## config.mk

```make
export PLATFORM = sky130hd
export DESIGN_NAME = sdram_log_sequencer
export DESIGN_NICKNAME = d
export VERILOG_FILES = /design/src/rtl/sdram_log_sequencer.sv
export SDC_FILE = /design/constraint.sdc
export NUM_CORES = 1
export LEC_CHECK = 0
export ABC_AREA = 1
export CORE_MARGIN = 4
export CORE_UTILIZATION = 65
export CTS_BUF_LIST = sky130_fd_sc_hd__clkbuf_8
export DETAILED_ROUTE_END_ITERATION = 7
export MAX_ROUTING_LAYER = met4
export PLACE_DENSITY = 0.86
export SKIP_LAST_GASP = 1
export SLEW_MARGIN = 30
export SYNTH_ARGS = -nofsm -noshare
export SYNTH_HDL_FRONTEND = slang
export SYNTH_SLANG_ARGS = --single-unit
```

## constraint.sdc

```tcl
create_clock -name i_clk_48mhz -period 7.7 [get_ports i_clk_48mhz]
set_input_delay 1.54 -clock i_clk_48mhz [delete_from_list [all_inputs] [get_ports i_clk_48mhz]]
set_output_delay 1.54 -clock i_clk_48mhz [all_outputs]
set_load 0.1 [all_outputs]
```

## src/rtl/sdram_log_sequencer.sv

```systemverilog
// sdram_log_sequencer: buffers 16-bit log words and turns them into single-word
// SDRAM controller WRITE commands at a linearly incrementing address, and serves
// sequential read-back requests with READ commands. It owns the memory pointers.
//
// Ports:
//   i_clk_48mhz      system clock, all logic on the rising edge
//   i_reset_n        synchronous active-low reset
//   i_wr_data/valid  producer word and valid; o_wr_ready = buffer not full
//   i_rd_req         one-cycle pulse requesting the next stored word
//   o_rd_data/valid  read-back word and its one-cycle valid pulse
//   o_rd_empty       nothing stored to read back (rd_ptr == wr_ptr)
//   o_mem_full       memory exhausted (only when wrapping is disabled)
//   o_err            sticky controller-timeout flag
//   o_cmd_out        controller command: 0 idle, 1 read, 2 write
//   o_a_out_*        bank/row/col of the 24-bit linear address
//   o_d_out          write data to the controller
//   i_sdram_status   controller ready (1) / busy (0)
//   i_sdram_data     controller read data
module sdram_log_sequencer #(
    parameter int FIFO_AW = 3,
    parameter bit WRAP_EN = 1'b0,
    parameter int TIMEOUT = 255
) (
    input  logic        i_clk_48mhz,
    input  logic        i_reset_n,
    input  logic [15:0] i_wr_data,
    input  logic        i_wr_valid,
    output logic        o_wr_ready,
    input  logic        i_rd_req,
    output logic [15:0] o_rd_data,
    output logic        o_rd_valid,
    output logic        o_rd_empty,
    output logic        o_mem_full,
    output logic        o_err,
    output logic [1:0]  o_cmd_out,
    output logic [1:0]  o_a_out_bank,
    output logic [12:0] o_a_out_row,
    output logic [8:0]  o_a_out_col,
    output logic [15:0] o_d_out,
    input  logic        i_sdram_status,
    input  logic [15:0] i_sdram_data
);
    localparam int DEPTH = 1 << FIFO_AW;
    localparam int CW = $clog2(TIMEOUT + 1);
    localparam logic [FIFO_AW:0] HALF = (FIFO_AW + 1)'(DEPTH / 2);

    typedef enum logic [2:0] {IDLE, ISSUE_WR, WAIT_WR, ISSUE_RD, WAIT_RD} state_t;

    state_t               r_state, w_next;
    logic [15:0]          r_mem [DEPTH];
    logic [FIFO_AW-1:0]   r_fifo_wp, r_fifo_rp;
    logic [FIFO_AW:0]     r_count;
    logic [23:0]          r_wr_ptr, r_rd_ptr, r_addr;
    logic [15:0]          r_dout, r_rd_data;
    logic [CW-1:0]        r_wait_cnt;
    logic                 r_rd_valid, r_err, r_mem_full, r_rd_pend, r_retry, r_ready_en;
    logic                 w_push, w_pop, w_fifo_empty, w_rd_empty, w_wr_ok, w_rd_ok;
    logic                 w_wr_first, w_waiting, w_done, w_timeout;
    logic [23:0]          w_wr_nxt;

    // Count never exceeds DEPTH, so its MSB alone marks full.
    assign o_wr_ready   = r_ready_en && !r_count[FIFO_AW];
    assign w_push       = i_wr_valid && o_wr_ready;
    assign w_fifo_empty = r_count == '0;
    assign w_rd_empty   = r_rd_ptr == r_wr_ptr;
    assign w_wr_nxt     = r_wr_ptr + 24'd1;
    // A timed-out write keeps its word in r_dout and is retried ahead of new work.
    assign w_wr_ok      = (r_retry || !w_fifo_empty) && !r_mem_full && i_sdram_status;
    assign w_rd_ok      = r_rd_pend && !w_rd_empty && i_sdram_status;
    assign w_wr_first   = w_wr_ok && (!w_rd_ok || r_retry || r_count >= HALF);
    assign w_waiting    = r_state == WAIT_WR || r_state == WAIT_RD;
    // The first WAIT cycle ignores STATUS: the controller may not have dropped it yet.
    assign w_done       = w_waiting && r_wait_cnt != '0 && i_sdram_status;
    assign w_timeout    = w_waiting && !w_done && r_wait_cnt == CW'(TIMEOUT);
    assign w_pop        = r_state == IDLE && w_wr_first && !r_retry;

    assign o_cmd_out = r_state == ISSUE_WR ? 2'd2 : r_state == ISSUE_RD ? 2'd1 : 2'd0;
    assign {o_a_out_bank, o_a_out_row, o_a_out_col} = r_addr;
    assign o_d_out    = r_dout;
    assign o_rd_data  = r_rd_data;
    assign o_rd_valid = r_rd_valid;
    assign o_rd_empty = w_rd_empty;
    assign o_mem_full = r_mem_full;
    assign o_err      = r_err;

    always_comb begin
        w_next = r_state;
        case (r_state)
            IDLE:             w_next = w_wr_first ? ISSUE_WR : w_rd_ok ? ISSUE_RD : IDLE;
            ISSUE_WR:         w_next = WAIT_WR;
            ISSUE_RD:         w_next = WAIT_RD;
            WAIT_WR, WAIT_RD: w_next = (w_done || w_timeout) ? IDLE : r_state;
            default:          w_next = IDLE;
        endcase
    end

    always_ff @(posedge i_clk_48mhz) begin
        if (!i_reset_n) r_state <= IDLE;
        else r_state <= w_next;
    end

    always_ff @(posedge i_clk_48mhz) begin
        if (w_push) r_mem[r_fifo_wp] <= i_wr_data;
    end

    always_ff @(posedge i_clk_48mhz) begin
        if (!i_reset_n) begin
            r_fifo_wp  <= '0;
            r_fifo_rp  <= '0;
            r_count    <= '0;
            r_wr_ptr   <= '0;
            r_rd_ptr   <= '0;
            r_addr     <= '0;
            r_dout     <= '0;
            r_rd_data  <= '0;
            r_wait_cnt <= '0;
            r_rd_valid <= 1'b0;
            r_err      <= 1'b0;
            r_mem_full <= 1'b0;
            r_rd_pend  <= 1'b0;
            r_retry    <= 1'b0;
            r_ready_en <= 1'b0;
        end else begin
            r_ready_en <= 1'b1;
            r_rd_valid <= 1'b0;
            r_wait_cnt <= w_waiting ? r_wait_cnt + 1'b1 : '0;
            if (w_push) r_fifo_wp <= r_fifo_wp + 1'b1;
            if (w_pop) r_fifo_rp <= r_fifo_rp + 1'b1;
            r_count <= r_count + (FIFO_AW + 1)'(w_push) - (FIFO_AW + 1)'(w_pop);
            if (i_rd_req && !w_rd_empty) r_rd_pend <= 1'b1;
            if (r_state == IDLE && w_next == ISSUE_WR) begin
                r_addr <= r_wr_ptr;
                if (!r_retry) r_dout <= r_mem[r_fifo_rp];
            end else if (r_state == IDLE && w_next == ISSUE_RD) begin
                r_addr <= r_rd_ptr;
            end
            if (w_timeout) begin
                r_err <= 1'b1;
                if (r_state == WAIT_WR) r_retry <= 1'b1;
            end
            if (w_done && r_state == WAIT_WR) begin
                r_retry <= 1'b0;
                if (WRAP_EN || r_wr_ptr != '1) begin
                    r_wr_ptr <= w_wr_nxt;
                    // Catching up with the reader overwrites its oldest word.
                    if (w_wr_nxt == r_rd_ptr) r_rd_ptr <= r_rd_ptr + 24'd1;
                end else begin
                    r_mem_full <= 1'b1;
                end
            end
            if (w_done && r_state == WAIT_RD) begin
                r_rd_data  <= i_sdram_data;
                r_rd_valid <= 1'b1;
                r_rd_ptr   <= r_rd_ptr + 24'd1;
                r_rd_pend  <= 1'b0;
            end
        end
    end
endmodule

```

Word level (Yosys, flattened, before mapping)
Memory sizes are Yosys's and may differ from the RTL's. A register that Yosys moved wholly into a read port is not among the register bits.
Cells that the tools add are included.
- register bits after elaboration: 115
- memory bits (writable): 128
- output and inout port bits: 63
- logic and storage cells: 100
- memories: 1
- memory list (memory ; depth ; width ; rd ports ; clocked after memory_dff ; write ports ; line ; text):
    r_mem ; 8 ; 16 ; 1 ; 1 ; 1 ; 50 ; logic [15:0] r_mem [DEPTH];
- add/sub/neg operators: 7
- order comparisons: 1
- equality and inequality tests: 10
- muxes and demuxes: 16
- bitwise logic cells: 3
- reductions and logical operators: 47
- operators by type and width (cell ; count):
    two-way mux 24 bit ; 6
    adder 24 x 1 -> 24 bit (second input constant) ; 2
    == test 24 bit ; 2
    inequality test 24 bit (second input constant) ; 1
    logical AND 1 bit ; 18
    one-hot mux 3 bit (4 select lines) ; 1
    AND reduction 2 bit ; 5
    == test 3 x 2 -> 1 bit (second input constant) ; 3
    adder 8 x 1 -> 8 bit (second input constant) ; 1
    == test 8 bit (second input constant) ; 1
    zero test 1 bit ; 8
    nonzero test 2 bit ; 4
    nonzero test 8 bit ; 1
    adder 3 x 1 -> 3 bit (second input constant) ; 2
    == test 3 x 1 -> 1 bit (second input constant) ; 2
    two-way mux 2 bit ; 3
    OR reduction 2 bit ; 3
    logical OR 1 bit ; 5
    two-way mux 1 bit ; 5
    adder 4 x 1 -> 4 bit ; 1
    greater-or-equal comparator 4 x 3 -> 1 bit (second input constant) ; 1
    zero test 4 bit ; 1
    subtractor 4 x 1 -> 4 bit ; 1
    == test 3 bit (second input constant) ; 1
    4 further kinds ; 6

Longest topological paths before layout
Gate-level depths: netlist (run 1).
- depth after elaboration: 14
- mapped depth: 19
- mapped depth without buffers: 18

Worst setup path after synthesis (run 1)
OpenSTA, ideal clock, no wires.
- kind: register to output
- start point: reg r_state[0]
- end point: out o_cmd_out[0]
- arrival: 2.538 ns
- path slack: 3.622 ns
- cell stages (with the launch flop): 3
- cell sequence: dfxtp_1 inv_1 nor3_1
- cells in the longest elaborated chain, start to end: 3
- elaborated cells on any way between the ends: 4
- those cells by class: eq/ne (2); mux (2)
- ends and longest elaborated chain (item ; line ; text):
    from (decl) ; 49 ; state_t r_state, w_next;
    from (signal assigned) ; 99 ; else r_state <= w_next;
    == test 3 x 2 -> 1 bit ; 77 ; assign o_cmd_out = r_state == ISSUE_WR ? 2'd2 : r_state == ISSUE_RD ? 2'd1 : 2'd0;
    two-way mux 1 bit ; 77 ;
    two-way mux 2 bit * ; 77 ;
    to (decl) ; 35 ; output logic [1:0] o_cmd_out,
Every way passes the cells marked *; elsewhere a longest branch is shown, timed or not.

Worst setup path in the final report (run 1)
- start point: in i_sdram_status
- end point: reg r_count[3]
- cells in the longest elaborated chain, start to end: 8
- elaborated cells on any way between the ends: 9
- those cells by class: add/sub (1); reduce/logical (8)
- ends and longest elaborated chain (item ; line ; text):
    from (decl) ; 40 ; input logic i_sdram_status,
    logical AND 1 bit ; 69 ; assign w_rd_ok = r_rd_pend && !w_rd_empty && i_sdram_status;
    zero test 1 bit ; 70 ; assign w_wr_first = w_wr_ok && (!w_rd_ok || r_retry || r_count >= HALF);
    logical OR 1 bit (2 in series) ; 70 ;
    logical AND 1 bit * ; 70 ;
    logical AND 1 bit * (2 in series) ; 75 ; assign w_pop = r_state == IDLE && w_wr_first && !r_retry;
    subtractor 4 x 1 -> 4 bit * ; 129 ; r_count <= r_count + (FIFO_AW + 1)'(w_push) - (FIFO_AW + 1)'(w_pop);
    to (signal assigned) ; 129 ;
    to (decl) ; 52 ; logic [FIFO_AW:0] r_count;
Marked as above.
A chain may end at the register's enable or synchronous reset.

==> out/qor.yml, run 1 <==
run_status:
  outcome: "completed"
clock_network:
  clock_latency_ns: 0.56
  clk_pin_slew_worst_paths_ns: 0.06
  cts_sinks: 259
  ctsHoldBuffers: 0
  cts-resized-gates: 0
  cts_max_level: 2
  cts-buffers-inserted: 41
  tritoncts: "yes"
  cts_root_buffer: "clkbuf_8"
  post_cts_buffers: 0
  clockBufferDepth: 3
timing:
  setup_ws_ns: 2.649
  rsz0062_at_grt: "false"
  setup_tns_ns: 0
  min_period_over_period_pct: 65.60
  fin_skew_ns: 0.02196
  hold_ws_ns: 0.4559
  finalCriticalPeriod_ns: 5.051
  setup_viol: 0
  relSlewSlack_pct: 31.77
  worst_pin_slew_ns: 1.020
  drv_slew: 0
  max_freq_ghz: 0.1980
  hold_viol: 0
die:
  die_area_um2: 21140
  die_y_um: 145.4
  coreArea_um2: 18270
  start_util_pct: 67.17
  row_count: 49
  num_io_pins: 100
  fp.dieW_um: 145.4
pwr:
  peakVddDrop_uv: 399.7
  power_frac_seq_pct: 42.1
  switching_share_pct: 35.17
  power_density_nw_per_um2: 260.0
  power_frac_comb_pct: 26.3
  p_leak_uw: 0.005623
  power_uw: 3674
  p_int_uw: 2382
  clkPwrFrac_pct: 31.6
  switchingPower_uw: 1292
critical_path:
  cp_max_fo: 27
  path_class: "input port to flip-flop"
  crit_top_cell: "inv_1"
  crit_required_ns: 8.17
  critPathSlowestCell: "clkdlybuf4s50_1"
  endpoint_kind: "flip-flop"
  crit_family: "buffers and inverters"
  cp-start-kind: "input port"
  max_stage_delay_ns: 0.58
  crit_buf_inv: 5
  crit_arrival_ns: 5.52
  crit_chain: "clkdlybuf4s50_1 -> inv_1 -> a211oi_2 -> nand2_2 -> or2_0 -> inv_1 -> nand2_1 -> inv_2 -> ha_1 -> inv_1 -> ha_1 -> nand2_1 -> nor2_1 -> a211oi_1 -> o21ai_0 -> a21oi_1"
logic_synthesis:
  synthAdderAreaFrac_pct: 1.285
  syn_area_per_cell_um2: 8.759
  seq_area_frac_synth_pct: 52.69
  synth-simple-area-share_pct: 25.53
  async_flop_share_pct: 0
  ys_seq_elements: 259
  yosys_most_used_dff: "dfxtp_1"
  synth_top_family_by_area: "simple AND/OR/NAND/NOR gates"
  syn_area_um2: 12270
  synth_top_area_cell: "edfxtp_1"
  synth_cell_types: 47
  synth-edff-count: 128
  ys.warnings.count: 0
  synth_area_leaders: "edfxtp_1 31%, dfxtp_1 21%, nand2_1 7.8%"
  syn_inst: 1401
  synth_fp_nets: 1450
  synth_xor_area_share_pct: 4.496
  synthMuxAreaShare_pct: 0
  synth_compound_area_share_pct: 9.462
  synth_top_area_share_pct: 31.32
job:
  drv_cap: 0
finish:
  drive_gt1_share_pct: 10.67
  fin_util_pct: 77.34
  fillCellCount: 1273
  antenna_cells: 0
  final_nets: 1525
  layout_common_cells: "253 x nand2_1, 154 x nor2_1, 145 x nand3_1, 130 x dfxtp_1, 128 x edfxtp_1"
  final_common_cell: "nand2_1"
  area_growth_pct: 15.14
placement:
  dpl_worst_slack_ns: 1.855
  globalplace.congestion: 0.9622
  hpwl_mm: 19.75
  port_buffers: 99
worst_hold_path:
  hold_class: "flip-flop to flip-flop"
route:
  vias: 10190
  drcViolationCount: 0
  wl_per_cell_um: 17.22
  dr.pass1.iters: 6
  drtIter0Drc: 922
  ant_nets: 0
  vias_per_cell: 5.860
  wirelength_mm: 29.93
grt:
  grt_overflow: 0
  antenna_found_initial: 0
  grt_max_degree: 80
  grt_pass1_wl_mm: 49.06
  grt_usage_pct: 28.79
  grt_pass1_vias: 9882
==> Yosys cell counts, drive strengths merged (2+ instances only) <==
cell / instances
ha: 11
nor3b: 3
a211oi: 2
a31oi: 2
nor4: 7
nor2: 167
o22ai: 16
a21oi: 68
o21ai: 89
buf: 24
or2: 2
xor2: 40
nor3: 20
edfxtp: 128
clkbuf: 61
a32o: 7
o221ai: 9
inv: 111
nand2: 278
nand3: 150
nand4: 46
xnor2: 23
dfxtp: 131
==> layout make-up <==
type / count / area [µm²] / area share (%)
tap: 229 / 286.5 / 2.028
sequential: 259 / 6467 / 45.77
clock inverter: 26 / 145.1 / 1.027
timing repair buffer: 117 / 1116 / 7.899
multi-input combinational: 945 / 5006 / 35.43
inverter: 112 / 420.4 / 2.975
clock buffer: 50 / 688.2 / 4.870
==> stage by stage <==
stage / std cells / instance area [µm²]
3_3_place_gp: 1662 / 13300
6_report: 1738 / 14130
2_1_floorplan: 1401 / 12270
4_1_cts: 1738 / 14130
5_1_grt: 1738 / 14130
3_5_place_dp: 1662 / 13300
==> metal layers <==
layer / routed length, µm / global-route usage (%)
met2: 13740 / 44.82
met5: 0 / -
met3: 2424 / 5.699
met4: 834 / 9.354
met1: 12930 / 38.39
==> worst reg2reg max path, delay by kind of cell, from the launching register on <==
family / cells / cell delay [ns]
adder cells (fa/ha/maj): 3 / 0.76
AO/OA/AOI/OAI: 4 / 0.96
buffers and inverters: 5 / 0.68
flip-flops: 1 / 0.32
AND/OR/NAND/NOR: 6 / 1.28
==> logic make-up (layout without fill, tap and decap cells) <==
kind of cell | after synthesis | in the layout
AND/OR/NAND/NOR | 675 | 675
flip-flops | 259 | 259
buffers and inverters | 197 | 305
AO/OA/AOI/OAI | 195 | 195
XOR/XNOR | 63 | 63
adder cells (fa/ha/maj) | 12 | 12
==> worst paths after layout <==
check                            from                        to  slack, ns  cells after the start
min          r_wait_cnt[0]$_SDFF_PN0_  r_wait_cnt[0]$_SDFF_PN0_       0.46                      1
min reg2reg  r_wait_cnt[0]$_SDFF_PN0_  r_wait_cnt[0]$_SDFF_PN0_       0.46                      1
max reg2reg     r_count[2]$_SDFF_PN0_     r_count[3]$_SDFF_PN0_       3.60                     18
max                    i_sdram_status     r_count[3]$_SDFF_PN0_       2.65                     16
==> sequential cells by signal, indices dropped and copies added, names as in the netlist <==
name,flops
r_addr,24
r_rd_ptr,24
r_retry,1
o_rd_valid,1
r_wait_cnt,8
o_rd_data,16
r_wr_ptr,24
o_mem_full,1
r_mem,128
o_d_out,16
r_fifo_wp,3
o_err,1
r_rd_pend,1
r_state,3
r_fifo_rp,3
r_count,4
r_ready_en,1
==> power groups by stage <==
| stage | combinational (µW) | sequential, µW | clock [µW] |
|---|---|---|---|
| after floorplan | 487 | 1790 | 0 |
| after detailed placement | 955 | 1570 | 0 |
| final | 967 | 1550 | 1160 |
| after global placement | 925 | 1570 | 0 |
| after CTS | 958 | 1550 | 1170 |
| after global routing | 1050 | 1550 | 1240 |
Note: power is estimated with default switching activity, not from simulation.
==> run 2, diff against run 1 <==
--- a/config.mk
+++ b/config.mk
@@ -7,11 +7,11 @@
 export LEC_CHECK = 0
 export ABC_AREA = 1
 export CORE_MARGIN = 4
-export CORE_UTILIZATION = 65
+export CORE_UTILIZATION = 60
 export CTS_BUF_LIST = sky130_fd_sc_hd__clkbuf_8
 export DETAILED_ROUTE_END_ITERATION = 7
 export MAX_ROUTING_LAYER = met4
-export PLACE_DENSITY = 0.86
+export PLACE_DENSITY = 0.8
 export SKIP_LAST_GASP = 1
 export SLEW_MARGIN = 30
 export SYNTH_ARGS = -nofsm -noshare
==> constraint.sdc (replaced) <==
create_clock -name i_clk_48mhz -period 5 [get_ports i_clk_48mhz]
set_input_delay 1 -clock i_clk_48mhz [delete_from_list [all_inputs] [get_ports i_clk_48mhz]]
set_output_delay 1 -clock i_clk_48mhz [all_outputs]
set_load 0.1 [all_outputs]
==> run 2 against run 1 <==
Net effect:
- wire length shrank 1.3%
- via count fell by 2.0%
- final area is 0.68% higher
- utilization fell by 6.8 points
- die area increased by 7.9%
- critical path depth fell by 9
- count of clock-buffer cells in the layout down 2
- cell count increased by 2.4%
- sequential share of layout area fell by 0.30 points
- clock skew rose by 0.0062 ns
- first-iteration DRC count down 8.8%
- sequential power up 55%
==> out/qor.yml, run 2 (synthesis results as in run 1) <==
pwr:
  p_int_uw: 3749
  power_frac_seq_pct: 42.0
  power_density_nw_per_um2: 402.9
  peakVddDrop_uv: 579.0
  switchingPower_uw: 1982
  p_leak_uw: 0.005604
  power_frac_comb_pct: 25.4
  clkPwrFrac_pct: 32.5
  switching_share_pct: 34.58
  power_uw: 5731
clock_network:
  clockBufferDepth: 3
  clock_latency_ns: 0.55
  cts_sinks: 259
  clk_pin_slew_worst_paths_ns: 0.06
  cts-resized-gates: 0
  post_cts_buffers: 0
  cts_max_level: 2
  cts-buffers-inserted: 41
  cts_root_buffer: "clkbuf_8"
  ctsHoldBuffers: 0
  tritoncts: "yes"
route:
  dr.pass1.iters: 5
  vias: 9979
  wl_per_cell_um: 16.59
  ant_nets: 0
  drcViolationCount: 0
  vias_per_cell: 5.606
  drtIter0Drc: 841
  wirelength_mm: 29.53
timing:
  worst_pin_slew_ns: 1.021
  hold_viol: 0
  setup_viol: 0
  setup_ws_ns: 0.8813
  min_period_over_period_pct: 82.37
  rsz0062_at_grt: "false"
  fin_skew_ns: 0.02814
  drv_slew: 0
  relSlewSlack_pct: 31.73
  finalCriticalPeriod_ns: 4.119
  setup_tns_ns: 0
  max_freq_ghz: 0.2428
die:
  fp.dieW_um: 151.0
  num_io_pins: 100
  coreArea_um2: 20170
  start_util_pct: 60.84
  die_y_um: 151.0
  die_area_um2: 22810
  row_count: 52
critical_path:
  cp-start-kind: "flip-flop"
  rr_endpoint: "r_count[3]$_SDFF_PN0_"
  crit_required_ns: 4.00
  endpoint_kind: "output port"
  rrSetupSlack_ns: 1.36
  cp_max_fo: 7
  reg2reg_depth: 16
  worst_r2r_startpoint: "r_rd_ptr[2]$_SDFFE_PN0P_"
  path_class: "flip-flop to output port"
  crit_arrival_ns: 3.12
finish:
  top_register: "r_mem"
  layout_common_cells: "254 x nand2_1, 154 x nor2_1, 145 x nand3_1, 129 x dfxtp_1, 128 x edfxtp_1"
  final_common_cell: "nand2_1"
  final_nets: 1526
  largest_reg_flops: 128
  fin_cells: 1780
  fillCellCount: 1583
  drive_gt1_share_pct: 11.00
  area_growth_pct: 15.93
grt:
  antenna_found_initial: 1
  grt_max_degree: 79
  grt_usage_pct: 27.13
  grt_pass1_vias: 9754
  grt_pass1_wl_mm: 48.28
  grt_overflow: 0
placement:
  hpwl_mm: 19.44
  dp.cells: 1704
  dpl_worst_slack_ns: 0.8724
  port_buffers: 99
  globalplace.congestion: 0.9212
run_status:
  outcome: "completed"
worst_hold_path:
  holdCritStartpoint: "r_wait_cnt[0]$_SDFF_PN0_"
  hold_class: "flip-flop to flip-flop"
  hold_path_depth: 1
  holdPathEnd: "r_wait_cnt[0]$_SDFF_PN0_"
job:
  drv_cap: 0
-- run 2: layer usage --
metal	global-route usage [%]	wire length (µm)
met5	-	0
met4	8.613	588
met1	35.72	12840
met3	5.835	2437
met2	42.46	13660
-- run 2: final cells by class --
cell class	count	area, µm²	share of cell area (%)
repair buffers	118	1124	7.898
clock inverters	27	209.0	1.469
flip-flops and latches	259	6469	45.47
clock buffers	48	660.6	4.644
diodes	1	2.502	0.01759
multi-input cells	945	5004	35.17
well taps	270	337.8	2.375
inverters	112	420.4	2.955
-- run 2: worst max path at each step --
stage / cells past startpoint / slack [ns] / to / start
floorplan: 2 / 1.46 / o_cmd_out[0] / r_state[0]$_SDFF_PN0_
global placement: 15 / 1.11 / r_count[2]$_SDFF_PN0_ / i_sdram_status
detailed placement: 16 / 0.87 / r_count[3]$_SDFF_PN0_ / i_sdram_status
CTS: 7 / 0.87 / o_rd_empty / r_wr_ptr[3]$_SDFFE_PN0P_
global route: 9 / 0.70 / o_rd_empty / r_rd_ptr[4]$_SDFFE_PN0P_
finish: 7 / 0.88 / o_rd_empty / r_rd_ptr[2]$_SDFFE_PN0P_
-- run 2: metrics by stage --
stage / hold slack [ns] / instance area (µm²) / utilization [%]
finish: 0.4475 / 14230 / 70.53
CTS: 0.4495 / 14230 / 70.54
detailed placement: 0.4405 / 13360 / 66.23
global route: 0.4867 / 14230 / 70.53
global placement: 0.4314 / 13360 / 66.23
floorplan: 0.4173 / 12270 / -
-- run 2: power groups by stage --
stage	registers [µW]	clock network (µW)	logic (µW)
final	2410	1860	1460
after global routing	2420	1990	1590
after CTS	2410	1900	1460
after detailed placement	2450	0	1450
after global placement	2450	0	1410
after floorplan	2750	0	750
-- run 2: worst max-delay path, cell delays in order, from the launching register on --
cell and delay, ns:
dfxtp_1 0.49, inv_1 0.20, nand2_1 0.10, nand4_1 0.12, nor2_1 0.16, nand4_2 0.26, inv_1 0.11, clkdlybuf4s50_1 1.13
